<file path="src/rtl/display_scheduler_if.sv">
// Handshake and display bus between the temperature/cipher logic, the scheduler and the segment driver.
interface display_scheduler_if;
  logic        temp_valid;
  logic [31:0] temp_data;
  logic        msg_valid;
  logic [31:0] msg_data;
  logic        msg_blink;
  logic        msg_ready;
  logic        msg_done;
  logic        disp_en;
  logic [31:0] disp_data;
  logic        busy;

  modport master (
    output temp_valid, temp_data, msg_valid, msg_data, msg_blink,
    input  msg_ready, msg_done, disp_en, disp_data, busy
  );

  modport slave (
    input  temp_valid, temp_data, msg_valid, msg_data, msg_blink,
    output msg_ready, msg_done, disp_en, disp_data, busy
  );
endinterface

</file>
<file path="src/rtl/display_scheduler.sv">
// Chooses what the 8-digit display shows: latest temperature word, or a pre-empting
// message held for HOLD_MS ms ticks, optionally blinking at BLINK_MS half-period.
//
// state    | meaning
// ST_BLANK | no temperature seen yet, display off
// ST_TEMP  | showing the temperature shadow
// ST_MSG   | a message owns the display until its hold expires
module display_scheduler #(
  parameter int CLK_FREQUENCY = 100_000_000,
  parameter int HOLD_MS       = 2000,
  parameter int BLINK_MS      = 250
) (
  input  logic                clk,
  input  logic                rst_n,
  display_scheduler_if.slave  bus
);

  localparam int               TICK_DIV   = CLK_FREQUENCY / 1000;
  localparam logic [31:0]      TICK_LAST  = 32'(TICK_DIV - 1);
  localparam int               HW         = $clog2(HOLD_MS) + 1;
  localparam int               BW         = $clog2(BLINK_MS) + 1;
  localparam logic [HW-1:0]    HOLD_LAST  = HW'(HOLD_MS - 1);
  localparam logic [BW-1:0]    BLINK_LAST = BW'(BLINK_MS - 1);

  typedef enum logic [1:0] {ST_BLANK, ST_TEMP, ST_MSG} state_t;

  state_t        state, state_nxt;
  logic [31:0]   tick_cnt;
  logic          tick;
  logic [31:0]   temp_shadow, temp_nxt;
  logic          temp_seen, seen_nxt;
  logic [31:0]   msg_latch, msg_nxt;
  logic          blink_latch, blink_nxt;
  logic [HW-1:0] hold_cnt, hold_nxt;
  logic [BW-1:0] blink_cnt, bcnt_nxt;
  logic          blink_phase, phase_nxt;
  logic          accept;

  logic          disp_en_q, disp_en_nxt;
  logic [31:0]   disp_data_q, disp_data_nxt;
  logic          msg_ready_q, ready_nxt;
  logic          busy_q, busy_nxt;
  logic          msg_done_q, done_nxt;

  assign tick = (tick_cnt == TICK_LAST);

  // Free-running ms tick; only rst_n restarts it, so message holds are tick-quantised.
  always_ff @(posedge clk or negedge rst_n) begin
    if (!rst_n) tick_cnt <= '0;
    else        tick_cnt <= tick ? '0 : tick_cnt + 32'd1;
  end

  always_ff @(posedge clk or negedge rst_n) begin
    if (!rst_n) begin
      state       <= ST_BLANK;
      temp_shadow <= '0;
      temp_seen   <= 1'b0;
      msg_latch   <= '0;
      blink_latch <= 1'b0;
      hold_cnt    <= '0;
      blink_cnt   <= '0;
      blink_phase <= 1'b0;
      disp_en_q   <= 1'b0;
      disp_data_q <= '0;
      msg_ready_q <= 1'b0;
      busy_q      <= 1'b0;
      msg_done_q  <= 1'b0;
    end else begin
      state       <= state_nxt;
      temp_shadow <= temp_nxt;
      temp_seen   <= seen_nxt;
      msg_latch   <= msg_nxt;
      blink_latch <= blink_nxt;
      hold_cnt    <= hold_nxt;
      blink_cnt   <= bcnt_nxt;
      blink_phase <= phase_nxt;
      disp_en_q   <= disp_en_nxt;
      disp_data_q <= disp_data_nxt;
      msg_ready_q <= ready_nxt;
      busy_q      <= busy_nxt;
      msg_done_q  <= done_nxt;
    end
  end

  always_comb begin
    state_nxt     = state;
    temp_nxt      = temp_shadow;
    seen_nxt      = temp_seen;
    msg_nxt       = msg_latch;
    blink_nxt     = blink_latch;
    hold_nxt      = hold_cnt;
    bcnt_nxt      = blink_cnt;
    phase_nxt     = blink_phase;
    done_nxt      = 1'b0;
    disp_en_nxt   = 1'b0;
    disp_data_nxt = '0;
    accept        = bus.msg_valid & msg_ready_q;

    if (bus.temp_valid) begin
      temp_nxt = bus.temp_data;
      seen_nxt = 1'b1;
    end

    case (state)
      ST_BLANK: if (bus.temp_valid) state_nxt = ST_TEMP;
      ST_TEMP:  state_nxt = ST_TEMP;
      ST_MSG: begin
        if (tick) begin
          hold_nxt = hold_cnt + 1'b1;
          if (blink_cnt == BLINK_LAST) begin
            bcnt_nxt  = '0;
            phase_nxt = ~blink_phase;
          end else begin
            bcnt_nxt = blink_cnt + 1'b1;
          end
          if (hold_cnt == HOLD_LAST) begin
            done_nxt  = 1'b1;
            state_nxt = seen_nxt ? ST_TEMP : ST_BLANK;
          end
        end
      end
      default: state_nxt = ST_BLANK;
    endcase

    // msg_ready is low throughout ST_MSG, so accept only fires from BLANK/TEMP or the exit cycle.
    if (accept) begin
      msg_nxt   = bus.msg_data;
      blink_nxt = bus.msg_blink;
      hold_nxt  = '0;
      bcnt_nxt  = '0;
      phase_nxt = 1'b1;
      state_nxt = ST_MSG;
    end

    case (state_nxt)
      ST_TEMP: begin
        disp_en_nxt   = 1'b1;
        disp_data_nxt = temp_nxt;
      end
      ST_MSG: begin
        disp_en_nxt   = blink_nxt ? phase_nxt : 1'b1;
        disp_data_nxt = msg_nxt;
      end
      default: begin
        disp_en_nxt   = 1'b0;
        disp_data_nxt = '0;
      end
    endcase

    ready_nxt = (state_nxt != ST_MSG);
    busy_nxt  = (state_nxt == ST_MSG);
  end

  assign bus.disp_en   = disp_en_q;
  assign bus.disp_data = disp_data_q;
  assign bus.msg_ready = msg_ready_q;
  assign bus.busy      = busy_q;
  assign bus.msg_done  = msg_done_q;

endmodule

</file>
<file path="src/flat_wrapper.sv">
// flat-port wrapper written by rule: the top's interface ports become plain ports
module display_scheduler_flat 
#(
  parameter int CLK_FREQUENCY = 100_000_000,
  parameter int HOLD_MS       = 2000,
  parameter int BLINK_MS      = 250
)
  (clk, rst_n, bus_temp_valid, bus_temp_data, bus_msg_valid, bus_msg_data, bus_msg_blink, bus_msg_ready, bus_msg_done, bus_disp_en, bus_disp_data, bus_busy);
  display_scheduler_if bus_i ();
  input  logic clk;
  input  logic rst_n;
  input wire logic [$bits(bus_i.temp_valid)-1:0] bus_temp_valid;
  input wire logic [$bits(bus_i.temp_data)-1:0] bus_temp_data;
  input wire logic [$bits(bus_i.msg_valid)-1:0] bus_msg_valid;
  input wire logic [$bits(bus_i.msg_data)-1:0] bus_msg_data;
  input wire logic [$bits(bus_i.msg_blink)-1:0] bus_msg_blink;
  output wire logic [$bits(bus_i.msg_ready)-1:0] bus_msg_ready;
  output wire logic [$bits(bus_i.msg_done)-1:0] bus_msg_done;
  output wire logic [$bits(bus_i.disp_en)-1:0] bus_disp_en;
  output wire logic [$bits(bus_i.disp_data)-1:0] bus_disp_data;
  output wire logic [$bits(bus_i.busy)-1:0] bus_busy;
  assign bus_i.temp_valid = bus_temp_valid;
  assign bus_i.temp_data = bus_temp_data;
  assign bus_i.msg_valid = bus_msg_valid;
  assign bus_i.msg_data = bus_msg_data;
  assign bus_i.msg_blink = bus_msg_blink;
  assign bus_msg_ready = bus_i.msg_ready;
  assign bus_msg_done = bus_i.msg_done;
  assign bus_disp_en = bus_i.disp_en;
  assign bus_disp_data = bus_i.disp_data;
  assign bus_busy = bus_i.busy;
  display_scheduler #(.CLK_FREQUENCY(CLK_FREQUENCY), .HOLD_MS(HOLD_MS), .BLINK_MS(BLINK_MS)) u_core (.clk(clk), .rst_n(rst_n), .bus(bus_i));
endmodule
</file>
<file path="config.mk">
export PLATFORM = sky130hd
export DESIGN_NAME = display_scheduler_flat
export DESIGN_NICKNAME = d
export VERILOG_FILES = /design/src/rtl/display_scheduler_if.sv /design/src/rtl/display_scheduler.sv /design/src/flat_wrapper.sv
export SDC_FILE = /design/constraint.sdc
export NUM_CORES = 1
export LEC_CHECK = 0
export CAP_MARGIN = 20
export CORE_MARGIN = 8
export CORE_UTILIZATION = 43
export CTS_CLUSTER_SIZE = 20
export DETAILED_ROUTE_END_ITERATION = 10
export PLACE_DENSITY = 0.71
export SKIP_LAST_GASP = 1
export SYNTH_ARGS = -nofsm -noshare
export SYNTH_HDL_FRONTEND = slang
export SYNTH_SLANG_ARGS = --single-unit
</file>
<file path="constraint.sdc">
create_clock -name clk -period 4.35 [get_ports clk]
set_input_delay 0.87 -clock clk [delete_from_list [all_inputs] [get_ports clk]]
set_output_delay 0.87 -clock clk [all_outputs]
set_load 0.1 [all_outputs]
</file>
# Word level (Yosys, flattened, before mapping)
# Cells that the tools add are included.
# Widths: inputs -> output; s select.
[op_classes]
add_sub_neg = 3
n_eq_ne = 8
muxes = 28
bitwise = 2
n_reduce_logical = 4
[ops]
columns = ["op", "count"]
rows = [
  ["$mux 32", 3],
  ["$pmux 32 s2", 1],
  ["$mux 12", 3],
  ["$mux 9", 4],
  ["$add 32x1->32 const B", 1],
  ["$eq 32x17->1 const B", 1],
  ["$add 12x1->12 const B", 1],
  ["$eq 12x11->1 const B", 1],
  ["$mux 1", 11],
  ["$add 9x1->9 const B", 1],
  ["$eq 9x8->1 const B", 1],
  ["$mux 2", 4],
  ["$pmux 2 s3", 1],
  ["$eq 2x1->1 const B", 2],
  ["$eq 2x2->1 const B", 2],
  ["$reduce_bool 2->1", 2],
  ["$logic_not 2->1", 1],
  ["$ne 2x2->1 const B", 1],
  ["$pmux 1 s2", 1],
  ["$reduce_and 2->1", 1],
  ["$and 1x1->1", 1],
  ["$not 1->1", 1],
]
[word_totals]
reg_bits = 158
inputBits = 69
output_inout_bits = 36
wordCells = 59

# Depth between registers and ports, before layout
[logic_depth]
word_depth = 8
ltp_mapped = 14
mapped_depth_nobuf = 11

# Worst setup path before layout
# OpenSTA, ideal clock, no wires.
[synth_timing]
kind = "input-to-reg"
startpoint = "in bus_temp_valid"
endpoint = "reg u_core.disp_data_q[0], in the netlist u_core.bus.disp_data[0]"
setup_time_ps = 132
arrival_time_ps = 2562
required_time_ps = 4218
setup_slack_ps = 1656
cell_stages = 9
n_path_buf = 4
path_cell_list = "clkbuf_1 clkbuf_1 nor2_1 nor2_1 o21ai_0 ha_1 buf_1 clkbuf_1 nor2_1"
[synth_between]
elab_chain_len = 8
elab_cells_between_ends = 11
cone_classes = "2 x eq/ne; 9 x mux"
[synth_lines]
columns = ["element", "line_no", "rtl"]
rows = [
  ["start: declaration", "flat_wrapper.sv:12", "input wire logic [$bits(bus_i.temp_valid)-1:0] bus_temp_valid;"],
  ["$mux 1", "display_scheduler.sv:99", "if (bus.temp_valid) begin"],
  ["$mux 1", "display_scheduler.sv:118", "state_nxt = seen_nxt ? ST_TEMP : ST_BLANK;"],
  ["$mux 2", "display_scheduler.sv:116", "if (hold_cnt == HOLD_LAST) begin"],
  ["$mux 2", "display_scheduler.sv:108", "if (tick) begin"],
  ["$pmux 2 s3", "display_scheduler.sv:104", "case (state)"],
  ["$mux 2", "display_scheduler.sv:126", "if (accept) begin"],
  ["$eq 2x2->1 or $eq 2x1->1 (tied branches)", "display_scheduler.sv:135", "case (state_nxt)"],
  ["$pmux 32 s2 (*)", "display_scheduler.sv:135", ""],
  ["named net u_core.disp_data_nxt[0]", "display_scheduler.sv:40", "logic [31:0] disp_data_q, disp_data_nxt;"],
  ["end signal: assignment", "display_scheduler.sv:78", "disp_data_q <= disp_data_nxt;"],
  ["end: declaration", "display_scheduler.sv:40", ""],
]
# The timed path passes the listed nets; every way through them passes the cells marked *.
# A chain may end at the register's enable or synchronous reset.

# Final worst setup path
[layout_timing]
startpoint = "reg u_core.tick_cnt[5]"
endpoint = "reg u_core.disp_data_q[16], in the netlist u_core.bus.disp_data[16]"
[layout_between]
elab_chain_len = 6
elab_cells_between_ends = 7
cone_classes = "3 x eq/ne; 4 x mux"
[layout_lines]
columns = ["element", "line_no", "rtl"]
rows = [
  ["start: declaration", "display_scheduler.sv:28", "logic [31:0] tick_cnt;"],
  ["start signal: assignment", "display_scheduler.sv:50", "else tick_cnt <= tick ? '0 : tick_cnt + 32'd1;"],
  ["$eq 32x17->1 (*)", "display_scheduler.sv:45", "assign tick = (tick_cnt == TICK_LAST);"],
  ["$mux 2 (*)", "display_scheduler.sv:108", ""],
  ["$pmux 2 s3 (*)", "display_scheduler.sv:104", ""],
  ["$mux 2 (*)", "display_scheduler.sv:126", ""],
  ["named net u_core.state_nxt[1]", "display_scheduler.sv:27", "state_t state, state_nxt;"],
  ["$eq 2x2->1 or $eq 2x1->1 (tied branches)", "display_scheduler.sv:135", ""],
  ["$pmux 32 s2 (*)", "display_scheduler.sv:135", ""],
  ["named net u_core.disp_data_nxt[16]", "display_scheduler.sv:40", ""],
]
# Marked as above.

==> impl_metrics.env <==
export IMPL_worst_ep_arrival_time_ps=3380
export IMPL_insertion_delay_ps=420
export IMPL_setup_tns_ps=0
export IMPL_nature_of_the_critical_path_endpoint="flip-flop"
export IMPL_hpwl_microns=10460
export IMPL_critical_path_required_ps=4640
export IMPL_irDropWorstVdd_mv=0.3354
export IMPL_seqCellArea_sq_mm=0.003954
export IMPL_core_rowCount=45
export IMPL_worstPathCellList="nor4_1 > and3_2 > and4_1 > nor2b_1 > o21ai_0 > ha_1 > buf_4 > nor2_1"
export IMPL_max_clock_path_buffers=2
export IMPL_timing_setup_critical_path_class="flip-flop to flip-flop"
export IMPL_slew_violations=0
export IMPL_cts_repair_resize_count=0
export IMPL_insertedDiodeCount=0
export IMPL_power_per_cell_area_mw_per_mm2=624.0
export IMPL_floorplan_die_area_sq_mm=0.01971
export IMPL_drt_iter0_drc=310
export IMPL_setup_viol=0
export IMPL_core_area_sq_mm=0.01515
export IMPL_port_buffers=104
export IMPL_synth_warning_count=0
export IMPL_asyncSetResetFlopFracSynth=1.000
export IMPL_tritoncts="done"
export IMPL_syn_nets=690
export IMPL_drtPass1Iterations=5
export IMPL_final_hold_fails=0
export IMPL_timing_critical_path_depth=8
export IMPL_power_total_mw=5.341
export IMPL_post_route_cells_drive_above_1_share=0.1148
export IMPL_synth_mux_area_frac=0.05567
export IMPL_grt_overflow_total=0
export IMPL_route_detailed_wl_per_inst_microns=17.32
export IMPL_grtUsageTotal=0.1651
export IMPL_syn_avg_cell_area_sq_um=10.83
export IMPL_netlist_instances=614
export IMPL_antenna_found_initial=0
export IMPL_critical_path_n_buffers_inverters=1
export IMPL_synth_cell_types=48
export IMPL_count_of_flip_flops_with_a_built_in_enable_after_synthesis=0
export IMPL_design_final_nets=787
export IMPL_numCtsBuffers=17
export IMPL_post_route_min_period_ps=3087
export IMPL_gpl_final_weighted_congestion=0.7739
export IMPL_slew_headroom=0.3346
export IMPL_die_width_microns=140.4
export IMPL_grt_setup_unrepaired="false"
export IMPL_clockRootBuffer="sky130_fd_sc_hd__clkbuf_16"
export IMPL_drv_max_cap_violation_count=0
export IMPL_crit_fanout=23
export IMPL_cts_hold_buffers=0
export IMPL_synth_adder_area_share=0.01317
export IMPL_synth_simple_area_share=0.1918
export IMPL_first_pass_grt_wire_length_microns=26150
export IMPL_ff2ff_path_depth=8
export IMPL_io_pins=105
export IMPL_via_per_inst=5.374
export IMPL_final_layout_fill_cell_count=1239
export IMPL_grt_pass1_vias=5179
export IMPL_post_cts_setup_buffer_count=0
export IMPL_placed_cells_incl_taps=880
export IMPL_die_height_microns=140.4
export IMPL_multiInputGateArea_sq_mm=0.002520
export IMPL_cp_slowest_stage_delay_ps=560
export IMPL_critPathLaunchType="flip-flop"
export IMPL_wirelength_microns=15780
export IMPL_clock_tree_htree_level_count=4
export IMPL_worst_path_dominant_cell_family="simple AND/OR/NAND/NOR gates"
export IMPL_compound_gate_fraction_of_synth_area=0.07711
export IMPL_synth_seq_cells=158
export IMPL_whs_ps=469.2
export IMPL_drc=0
export IMPL_finalCoreUtilization=0.5651
export IMPL_path_clk_slew_ps=60
export IMPL_worst_hold_class="flip-flop to flip-flop"
export IMPL_post_synth_xor_area_fraction=0.04081
export IMPL_worst_slew_pin_slew_ps=995.0
export IMPL_critical_path_slowest_cell="sky130_fd_sc_hd__ha_1"
export IMPL_area_growth_syn_to_layout_pct=28.64
export IMPL_netlist_area_pre_place_sq_mm=0.006653
export IMPL_cellLeakagePower_nw=3.834
export IMPL_worst_hold_path_num_cells=1
export IMPL_predominant_post_synthesis_flop_cell="sky130_fd_sc_hd__dfrtp_1"
export IMPL_run_status="finished clean"
export IMPL_ant_nets=0
export IMPL_pin_count_of_the_biggest_net_entering_global_routing=83
export IMPL_tritoncts_num_sinks=158
export IMPL_synth_top_family_by_area="simple AND/OR/NAND/NOR gates"
export IMPL_timing_fmax_mhz=324.0
export IMPL_fin_cells=911
export IMPL_skew_ps=10.23
export IMPL_initial_core_util=0.4392
export IMPL_final_period_utilization=0.7096
export IMPL_synth_seq_area_share=0.5943
export IMPL_vias=4896
[final cells by class]
| class | count | share of cell area |
|---|---|---|
| inverter | 8 | 0.003509 |
| clock inverter | 13 | 0.03041 |
| multi-input combinational | 414 | 0.2944 |
| sequential | 158 | 0.4620 |
| timing repair buffer | 112 | 0.1320 |
| clock buffer | 18 | 0.05015 |
| tap | 188 | 0.02749 |
[power breakdown]
group / switching (mW) / internal (mW)
combinational: 1.28 / 0.508
clock: 0.584 / 1.14
sequential: 0.0887 / 1.75
[logic make-up after synthesis]
| group | after synthesis |
|---|---|
| simple gates | 267 |
| flops | 158 |
| compound gates | 76 |
| buf+inv | 42 |
| mux | 33 |
| xor+xnor | 31 |
| fa+ha+maj | 7 |
[path summary, 6_finish.rpt]
path                                     from                       end  slack, ps
min                          u_core.temp_seen          u_core.temp_seen        470
max                        u_core.tick_cnt[5]  u_core.bus.disp_data[16]       1260
max reg2reg                u_core.tick_cnt[5]  u_core.bus.disp_data[16]       1260
max in group asynchronous               rst_n        u_core.blink_phase       2980
min in group asynchronous               rst_n      u_core.msg_latch[14]        480
min reg2reg                  u_core.temp_seen          u_core.temp_seen        470
[stage by stage]
step	area, sq um	setup slack (ps)
floorplan	6653	1656
global placement	7841	987.3
detailed placement	7869	1278
CTS	8558	1278
global route	8558	1051
finish	8558	1263
[Yosys cell counts (2+ instances only)]
cell                         n  share of area
sky130_fd_sc_hd__nor3_1      2         0.0015
sky130_fd_sc_hd__xor2_1     10          0.013
sky130_fd_sc_hd__nand2b_1    2         0.0019
sky130_fd_sc_hd__or3_1       5         0.0047
sky130_fd_sc_hd__a31o_2      2         0.0026
sky130_fd_sc_hd__nor2b_1     3         0.0028
sky130_fd_sc_hd__clkbuf_1   27          0.015
sky130_fd_sc_hd__xnor2_1    21          0.028
sky130_fd_sc_hd__a22oi_1    32          0.036
sky130_fd_sc_hd__o211ai_1    3         0.0034
sky130_fd_sc_hd__nand3_1    18          0.014
sky130_fd_sc_hd__ha_1        7          0.013
sky130_fd_sc_hd__nand2_1   117          0.066
sky130_fd_sc_hd__o21ai_0    12         0.0090
sky130_fd_sc_hd__inv_1       8         0.0045
sky130_fd_sc_hd__buf_6       2         0.0034
sky130_fd_sc_hd__dfrtp_1   158           0.59
sky130_fd_sc_hd__or4_1       6         0.0068
sky130_fd_sc_hd__o21a_1      3         0.0034
sky130_fd_sc_hd__buf_2       3         0.0023
sky130_fd_sc_hd__and3_1     13          0.012
sky130_fd_sc_hd__and4_1      7         0.0092
sky130_fd_sc_hd__o31ai_1     4         0.0045
sky130_fd_sc_hd__nand4_1    12          0.011
sky130_fd_sc_hd__and2_1      5         0.0047
sky130_fd_sc_hd__nand3b_1    2         0.0023
sky130_fd_sc_hd__nor2_1     60          0.034
sky130_fd_sc_hd__a21oi_1    14          0.011
sky130_fd_sc_hd__mux2_2     32          0.054
sky130_fd_sc_hd__nor4_1      6         0.0056
[state kept, by name, summed over array words and instances (netlist names)]
signal                flops
u_core.temp_shadow       32
u_core.blink_cnt          9
u_core.bus.msg_ready      1
u_core.bus.msg_done       1
u_core.tick_cnt          32
u_core.blink_latch        1
u_core.bus.disp_data     32
u_core.state              2
u_core.blink_phase        1
u_core.hold_cnt          12
u_core.bus.disp_en        1
u_core.temp_seen          1
u_core.msg_latch         32
u_core.bus.busy           1
[routing by layer]
| layer | track usage | up-vias | share of wire | routed length [microns] |
|---|---|---|---|---|
| met4 | 0.06114 | 0 | 0.016 | 252 |
| met2 | 0.2806 | 118 | 0.50 | 7926 |
| met5 | 0 | - | 0 | 0 |
| li1 | - | 2313 | - | - |
| met1 | 0.1987 | 2445 | 0.42 | 6697 |
| met3 | 0.04145 | 20 | 0.057 | 898 |
[layout by cell type, fill, tap and decap left out, drive strengths merged, types with 12 or more instances in the layout]
cell | synthesis | final
clkdlybuf4s50 | 0 | 102
nand2 | 117 | 117
a21oi | 14 | 14
nand4 | 12 | 12
o21ai | 12 | 12
nand3 | 19 | 19
mux2 | 32 | 32
dfrtp | 158 | 158
clkbuf | 27 | 18
nor2 | 60 | 60
a22oi | 32 | 32
xnor2 | 21 | 21
and3 | 14 | 14
No activity file was read; power rests on OpenSTA's default activity.
